<file path="src/rtl/sevenseg_pkg.sv">
// Shared 7-segment definitions: active-low glyph patterns (common with the encoder)
// and the reader FSM state encoding.
package sevenseg_pkg;

    // Active-low segment patterns, bit6=g .. bit0=a
    localparam logic [6:0] SEG_0     = 7'h40;
    localparam logic [6:0] SEG_1     = 7'h79;
    localparam logic [6:0] SEG_2     = 7'h24;
    localparam logic [6:0] SEG_3     = 7'h30;
    localparam logic [6:0] SEG_4     = 7'h19;
    localparam logic [6:0] SEG_5     = 7'h12;
    localparam logic [6:0] SEG_6     = 7'h02;
    localparam logic [6:0] SEG_7     = 7'h78;
    localparam logic [6:0] SEG_8     = 7'h00;
    localparam logic [6:0] SEG_9     = 7'h10;
    localparam logic [6:0] SEG_A     = 7'h08;
    localparam logic [6:0] SEG_B     = 7'h03;
    localparam logic [6:0] SEG_C     = 7'h46;
    localparam logic [6:0] SEG_D     = 7'h21;
    localparam logic [6:0] SEG_E     = 7'h06;
    localparam logic [6:0] SEG_F     = 7'h0E;
    localparam logic [6:0] SEG_BLANK = 7'h7F;

    typedef enum logic [1:0] {
        IDLE   = 2'd0,
        SETTLE = 2'd1,
        HELD   = 2'd2
    } state_t;

endpackage

</file>
<file path="src/rtl/sevenseg_glyph_decode.sv">
// Combinational glyph lookup: active-low segment pattern -> hex nibble.
// hit is low when the pattern is not one of the 16 hex glyphs.
module sevenseg_glyph_decode
    import sevenseg_pkg::*;
(
    input  logic [6:0] sevenseg,
    output logic       hit,
    output logic [3:0] nibble
);

    always_comb begin
        hit    = 1'b1;
        nibble = 4'h0;
        case (sevenseg)
            SEG_0:   nibble = 4'h0;
            SEG_1:   nibble = 4'h1;
            SEG_2:   nibble = 4'h2;
            SEG_3:   nibble = 4'h3;
            SEG_4:   nibble = 4'h4;
            SEG_5:   nibble = 4'h5;
            SEG_6:   nibble = 4'h6;
            SEG_7:   nibble = 4'h7;
            SEG_8:   nibble = 4'h8;
            SEG_9:   nibble = 4'h9;
            SEG_A:   nibble = 4'hA;
            SEG_B:   nibble = 4'hB;
            SEG_C:   nibble = 4'hC;
            SEG_D:   nibble = 4'hD;
            SEG_E:   nibble = 4'hE;
            SEG_F:   nibble = 4'hF;
            default: hit    = 1'b0;
        endcase
    end

endmodule

</file>
<file path="src/rtl/sevenseg_reader.sv">
// Receive side of the multiplexed 7-segment bus: filters scan transitions and
// recovers the nibble and decimal point shown on each digit.
module sevenseg_reader
    import sevenseg_pkg::*;
#(
    parameter int NUM_DIGITS    = 4,
    parameter int STABLE_CYCLES = 4
) (
    input  logic                    clk,
    input  logic                    reset,
    input  logic [6:0]              sevenseg,
    input  logic                    decin,
    input  logic [NUM_DIGITS-1:0]   anode,
    input  logic                    clearerr,
    output logic [4*NUM_DIGITS-1:0] binaryout,
    output logic [NUM_DIGITS-1:0]   decout,
    output logic                    valid,
    output logic [2:0]              digitidx,
    output logic                    error,
    output logic                    errflag,
    output state_t                  dbg_state
);

    // Output protocol: valid and error are one-cycle strobes with no back-pressure
    // (no ready); they never assert together. binaryout/decout hold the last capture.

    localparam int SW = NUM_DIGITS + 8;
    localparam int CW = $clog2(STABLE_CYCLES);
    localparam logic [CW-1:0] CNT_MAX = CW'(STABLE_CYCLES - 1);

    function automatic logic one_low(input logic [NUM_DIGITS-1:0] an);
        logic [3:0] zeros;
        zeros = '0;
        for (int i = 0; i < NUM_DIGITS; i++) begin
            if (!an[i]) zeros = zeros + 4'd1;
        end
        return zeros == 4'd1;
    endfunction

    function automatic logic [2:0] low_index(input logic [NUM_DIGITS-1:0] an);
        logic [2:0] idx;
        idx = '0;
        for (int i = 0; i < NUM_DIGITS; i++) begin
            if (!an[i]) idx = 3'(i);
        end
        return idx;
    endfunction

    logic [SW-1:0] d;
    logic [SW-1:0] s;
    logic [CW-1:0] cnt;
    state_t        state;
    state_t        state_n;
    logic          changed;
    logic          d_active;
    logic          capture;
    logic [2:0]    s_idx;
    logic          hit;
    logic [3:0]    nibble;

    assign d        = {anode, decin, sevenseg};
    assign changed  = (d != s);
    assign d_active = one_low(d[SW-1:8]) && (d[6:0] != SEG_BLANK);
    assign capture  = (state == SETTLE) && (cnt == CNT_MAX);
    assign s_idx    = low_index(s[SW-1:8]);

    sevenseg_glyph_decode u_decode (
        .sevenseg (s[6:0]),
        .hit      (hit),
        .nibble   (nibble)
    );

    // Reset sample is all ones: blank segments, no anode selected
    always_ff @(posedge clk) begin
        if (reset) begin
            s   <= '1;
            cnt <= '0;
        end else begin
            s <= d;
            if (changed)
                cnt <= '0;
            else if (cnt != CNT_MAX)
                cnt <= cnt + CW'(1);
        end
    end

    always_ff @(posedge clk) begin
        if (reset) state <= IDLE;
        else       state <= state_n;
    end

    // A capture on the same edge as a change still happens; the change decides the next state
    always_comb begin
        state_n = state;
        if (changed)
            state_n = d_active ? SETTLE : IDLE;
        else if (capture)
            state_n = HELD;
    end

    always_ff @(posedge clk) begin
        if (reset) begin
            binaryout <= '0;
            decout    <= '0;
            valid     <= 1'b0;
            digitidx  <= '0;
            error     <= 1'b0;
            errflag   <= 1'b0;
        end else begin
            valid <= capture && hit;
            error <= capture && !hit;
            if (capture && hit) begin
                digitidx <= s_idx;
                for (int i = 0; i < NUM_DIGITS; i++) begin
                    if (s_idx == 3'(i)) begin
                        binaryout[4*i +: 4] <= nibble;
                        decout[i]           <= ~s[7];
                    end
                end
            end
            if (capture && !hit)
                errflag <= 1'b1;
            else if (clearerr)
                errflag <= 1'b0;
        end
    end

    assign dbg_state = state;

endmodule

</file>
<file path="config.mk">
export PLATFORM = sky130hd
export DESIGN_NAME = sevenseg_reader
export DESIGN_NICKNAME = d
export VERILOG_FILES = /design/src/rtl/sevenseg_pkg.sv /design/src/rtl/sevenseg_glyph_decode.sv /design/src/rtl/sevenseg_reader.sv
export SDC_FILE = /design/constraint.sdc
export NUM_CORES = 1
export LEC_CHECK = 0
export BUFFER_PORTS_ARGS = -buffer_cell sky130_fd_sc_hd__buf_2
export CAP_MARGIN = 0
export CORE_ASPECT_RATIO = 1.2
export CORE_MARGIN = 3
export CORE_UTILIZATION = 53
export DETAILED_ROUTE_END_ITERATION = 10
export PLACE_DENSITY = 0.77
export SYNTH_ARGS = -nofsm -noshare
export SYNTH_HDL_FRONTEND = slang
export SYNTH_SLANG_ARGS = --single-unit
</file>
<file path="constraint.sdc">
create_clock -name clk -period 2.4 [get_ports clk]
set_clock_uncertainty 0.15 [all_clocks]
set_input_delay 0.24 -clock clk [delete_from_list [all_inputs] [get_ports clk]]
set_output_delay 0.24 -clock clk [all_outputs]
set_load 0.1 [all_outputs]
</file>
Yosys cells after proc, flatten, opt, wreduce, memory -nomap -nowiden --
Cells that the tools add are included.
Word-level totals: register bits 42, latch bits 0, RAM bits 0, memory bits (read-only) 0, bits of input ports 15, output and inout bits 28, logic and storage cells 73, memories kept 0
Operators by class: $add $sub $neg 4, multipliers 0, div/mod/pow operators 0, $lt $le $gt $ge 0, eq/ne operators 24, shifts and indexed selects 0, mux-type cells 14, bitwise gates (word level) 1, reductions and logical operators 15
Operators with widths (count):
- one-hot mux 4 bit (15 select lines) | 1
- == test 7 bit, second input constant | 4
- == test 7 x 5 -> 1 bit, second input constant | 3
- == test 7 x 6 -> 1 bit, second input constant | 3
- OR reduction 16 bit | 1
- == test 7 x 2 -> 1 bit, second input constant | 2
- == test 7 x 4 -> 1 bit, second input constant | 2
- adder 4 x 1 -> 4 bit, second input constant | 3
- two-way mux 4 bit | 3
- != test 12 bit | 1
- AND reduction 2 bit | 4
- == test 7 x 3 -> 1 bit, second input constant | 1
- logical NOT 7 bit | 1
- != test 7 bit, second input constant | 1
- == test 3 x 2 -> 1 bit, second input constant | 2
- two-way mux 1 bit | 6
- two-way mux 3 bit | 2
- == test 4 x 1 -> 1 bit, second input constant | 1
- logical AND 1 bit | 4
- two-way mux 2 bit | 2
- nonzero test 2 bit | 2
- == test 3 x 1 -> 1 bit, second input constant | 1
- logical NOT 3 bit | 1
- adder 2 x 1 -> 2 bit, second input constant | 1
- 6 further kinds | 6

Longest topological paths before layout --
depth in word-level cells 11, mapped depth 9, depth with buffers taken out 9

Hierarchy --
A second synthesis with hierarchy kept.
Second synthesis, totals: cell total of the unflattened synthesis 225, area, all modules 2065.7 sq um
Modules (own cells, without submodules):
- sevenseg_reader | instances 1, cells each 169, area an instance 1701.6 sq um, sequential area each 820.8 sq um
- sevenseg_glyph_decode | instances 1, cells each 56, area an instance 364.1 sq um, sequential area each 0.0 sq um

Worst setup path after synthesis --
Ideal clock, no wire load.
path type register -> register, start point register state[0] (netlist: dbg_state[0]), end point register binaryout[10], setup time 121 ps, arrival time 1975 ps, data required time 2129 ps, path slack 154 ps, stages on the path, launching flop included 5, path buffers 0, clock period less this slack 2246 ps, cell sequence dfxtp_1 > nand3b_1 > nor3b_1 > o21ai_2 > mux2_2
On the way: cells in the longest elaborated chain, start to end 4
Ends and longest elaborated chain:
- start, declared | RTL line sevenseg_reader.sv:52 | state_t state;
- start signal, assigned | RTL line sevenseg_reader.sv:89 | else state <= state_n;
- == test 2 x 1 -> 1 bit | RTL line sevenseg_reader.sv:64 | assign capture = (state == SETTLE) && (cnt == CNT_MAX);
- logical AND 1 bit | RTL line sevenseg_reader.sv:64
- logical AND 1 bit | RTL line sevenseg_reader.sv:112 | if (capture && hit) begin
- AND reduction 2 bit (no line)
- end signal, assigned by index | RTL line sevenseg_reader.sv:116 | binaryout[4*i +: 4] <= nibble;
- end, declared | RTL line sevenseg_reader.sv:15 | output logic [4*NUM_DIGITS-1:0] binaryout,
No other way between the ends. A chain may end at the register's enable or synchronous reset.

Final worst setup path --
start point register s[1], end point register digitidx[1]
On the way: cells in the longest elaborated chain, start to end 4
Ends and longest elaborated chain:
- start, declared | RTL line sevenseg_reader.sv:50 | logic [SW-1:0] s;
- start signal, assigned | RTL line sevenseg_reader.sv:76 | s <= '1;
- start signal, assigned | RTL line sevenseg_reader.sv:79 | s <= d;
- == test 7 bit, or another cell as far along | RTL line sevenseg_glyph_decode.sv:14 | case (sevenseg)
- OR reduction 16 bit (no line) *
- two-way mux 1 bit * | RTL line sevenseg_glyph_decode.sv:14
- logical AND 1 bit * | RTL line sevenseg_reader.sv:112
- end signal, assigned | RTL line sevenseg_reader.sv:113 | digitidx <= s_idx;
- end, declared | RTL line sevenseg_reader.sv:18 | output logic [2:0] digitidx,
Mark *: on every way between the ends. The rest lies on a longest branch, timed or not.

==> impl_metrics.py <==
metrics = {
    "synth": {
        "syn_area_mm2": 0.002110,
        "postSynth.asyncResetShare_pct": 0,
        "synthTopCellsByCount": "41 x dfxtp_1, 18 x nand2_1, 15 x xnor2_1",
        "synth_ff_type": "dfxtp_1",
        "synth_area_leader_cell": "dfxtp_1",
        "ys_seq_elements": 41,
        "synth_cell_types": 47,
        "synthesis.nets": 243,
        "avgSynthCellArea_um2": 9.418,
        "synth_edf_count": 0,
        "yosysMostFrequentCell": "dfxtp_1",
        "syn_inst": 224,
        "yosysWarnings": 0,
        "synthTopCellsByArea": "dfxtp_1 39%, xnor2_1 6.2%, mux2i_1 6.2%",
        "synth_top_area_share_pct": 38.91,
        "seq_area_frac_synth_pct": 38.91,
    },
    "placed_design": {
        "dpl_cell_area_mm2": 0.002360,
        "port_buffers": 41,
        "dp_hpwl_mm": 3.300,
        "dp.cells": 312,
        "gp_congestion": 0.8671,
    },
    "floorplanning": {
        "dieHeight_um": 75.11,
        "dieArea_mm2": 0.004776,
        "io_pins": 43,
        "die_w_um": 63.59,
        "rows": 24,
        "core_mm2": 0.003724,
        "initial_utilization_pct": 56.65,
    },
    "clock_network": {
        "cts_resized": 0,
        "numCtsBuffers": 5,
        "cts_tree": "yes",
        "ctsHoldBuffers": 0,
        "clk_latency_ps": 290,
        "cts-root-buf": "clkbuf_8",
        "cts_sinks": 41,
        "clock_path_buffers": 2,
        "htree_levels": 2,
        "cts_setup_buffers": 0,
        "path_clk_slew_ps": 80,
    },
    "timing": {
        "worst_pin_slew_ps": 598.6,
        "fin_crit_sh_pct": 95.20,
        "rsz0062_at_grt": "false",
        "drv_slew": 0,
        "slew_headroom_pct": 59.55,
        "fmax_ghz": 0.4377,
        "hold_viol": 0,
        "fin_crit_ps": 2285,
        "final.setup.tns_ps": 0,
        "finalSetupViolations": 0,
    },
    "flow_run": {
        "maxCapViolations": 0,
    },
    "critical_path": {
        "cp_max_fo": 11,
        "end_kind": "register",
        "startpoint_type": "register",
        "crit_required_ps": 2430,
        "arrival_ps": 2320,
        "path_class": "reg2reg",
    },
    "drt": {
        "wl_mm": 4.478,
        "drc_errors": 0,
        "drt-pass1-iter-count": 4,
        "vias": 1687,
        "viasPerCell": 5.272,
        "drt_first_iter_violations": 92,
        "ant_nets": 0,
        "wl_per_cell_um": 13.99,
    },
    "pwr": {
        "irDropWorstVdd_uv": 470.4,
        "leakage_uw": 0.001138,
        "p_per_area_mw_per_mm2": 546.4,
    },
    "worst_hold_path": {
        "hp-class": "in2reg",
    },
    "status": {
        "status": "completed",
    },
    "grt": {
        "globalRouteTotalUtil_pct": 19.25,
        "antenna_found_initial": 0,
        "grt_max_degree": 28,
        "grt_pass1_vias": 1507,
        "grt_pass1_wl_mm": 7.196,
        "grt.overflow.total": 0,
    },
    "layout": {
        "syn2layout_area_growth_pct": 16.84,
        "design_area_mm2": 0.002465,
        "layout-drive-gt1-share_pct": 33.21,
        "utilization_pct": 66.20,
        "fin_nets": 286,
        "diodes": 0,
        "finalNonFillerCells": 320,
    },
}
## registers in the layout, indices dropped and copies added (netlist names)
register / count
digitidx: 2
binaryout: 16
s: 12
dbg_state: 2
cnt: 2
error: 1
valid: 1
decout: 4
errflag: 1
## worst paths after layout
path	from	to	slack, ps	cells past startpoint
setup / recovery	s[1]	digitidx[1]	120	5
hold / removal	decin	s[7]	20	2
setup reg to reg	s[1]	digitidx[1]	120	5
hold reg to reg	binaryout[9]	binaryout[9]	320	2
## stage by stage
step	total power, µW	hold WS (ps)	setup WS [ps]
2_1_floorplan	833.6	189.8	154.3
6_report	1347	20.85	115.2
5_1_grt	1395	41.78	1.507
3_5_place_dp	869.1	299.8	48.20
3_3_place_gp	867.7	296.5	108.9
4_1_cts	1347	21.61	101.5
## routing by layer
layer	vias to the layer above	GRT usage [%]	routed length (µm)
met2	38	32.71	2274
met1	781	24.58	1971
li1	858	-	-
met5	-	0	0
met3	10	3.731	157
met4	0	6.954	74
## layout make-up
class                           instances  area, µm²
Fill cell                             333       1259
Clock inverter                          1      5.005
Tap cell                               52      65.06
Timing Repair Buffer                   49      265.3
Inverter                                7      26.28
Sequential cell                        41      824.5
Multi-Input combinational cell        163       1182
Clock buffer                            7      96.34
## where the power goes
part	switching, µW	internal (µW)	total, µW
Clock	231	260	491
Sequential	28.3	693	721
Combinational	76.6	57.6	134
Total	336	1010	1350
## placed cells by master (no fill, tap or decap), types with 4 or more instances in the layout
master,count
nand2_1,18
xnor2_1,15
nor2_1,11
buf_4,8
mux2_2,9
nor4b_1,5
nor2b_1,10
a21oi_1,10
nor3_1,5
nand4_1,4
nand2b_1,4
o21ai_0,9
buf_2,41
or2_2,13
clkbuf_8,7
ha_1,4
mux2i_1,13
inv_1,6
dfxtp_1,38
## cells by family (layout without fill, tap and decap cells)
family,count (synthesis),after routing,share of synthesized area [%]
flops,41,41,38.91
xor+xnor,16,16,6.643
other cells,1,1,0.1778
compound gates,33,33,12.46
buf+inv,20,64,5.040
mux,22,22,10.97
simple gates,87,87,23.43
fa+ha+maj,4,4,2.373
## critical path, stage by stage (launching register included)
cell and delay, ps:
dfxtp_1 540, and3b_1 220, o211ai_1 340, o311ai_4 250, o21bai_1 310, mux2_2 370
No activity file was read; power rests on OpenSTA's default activity.
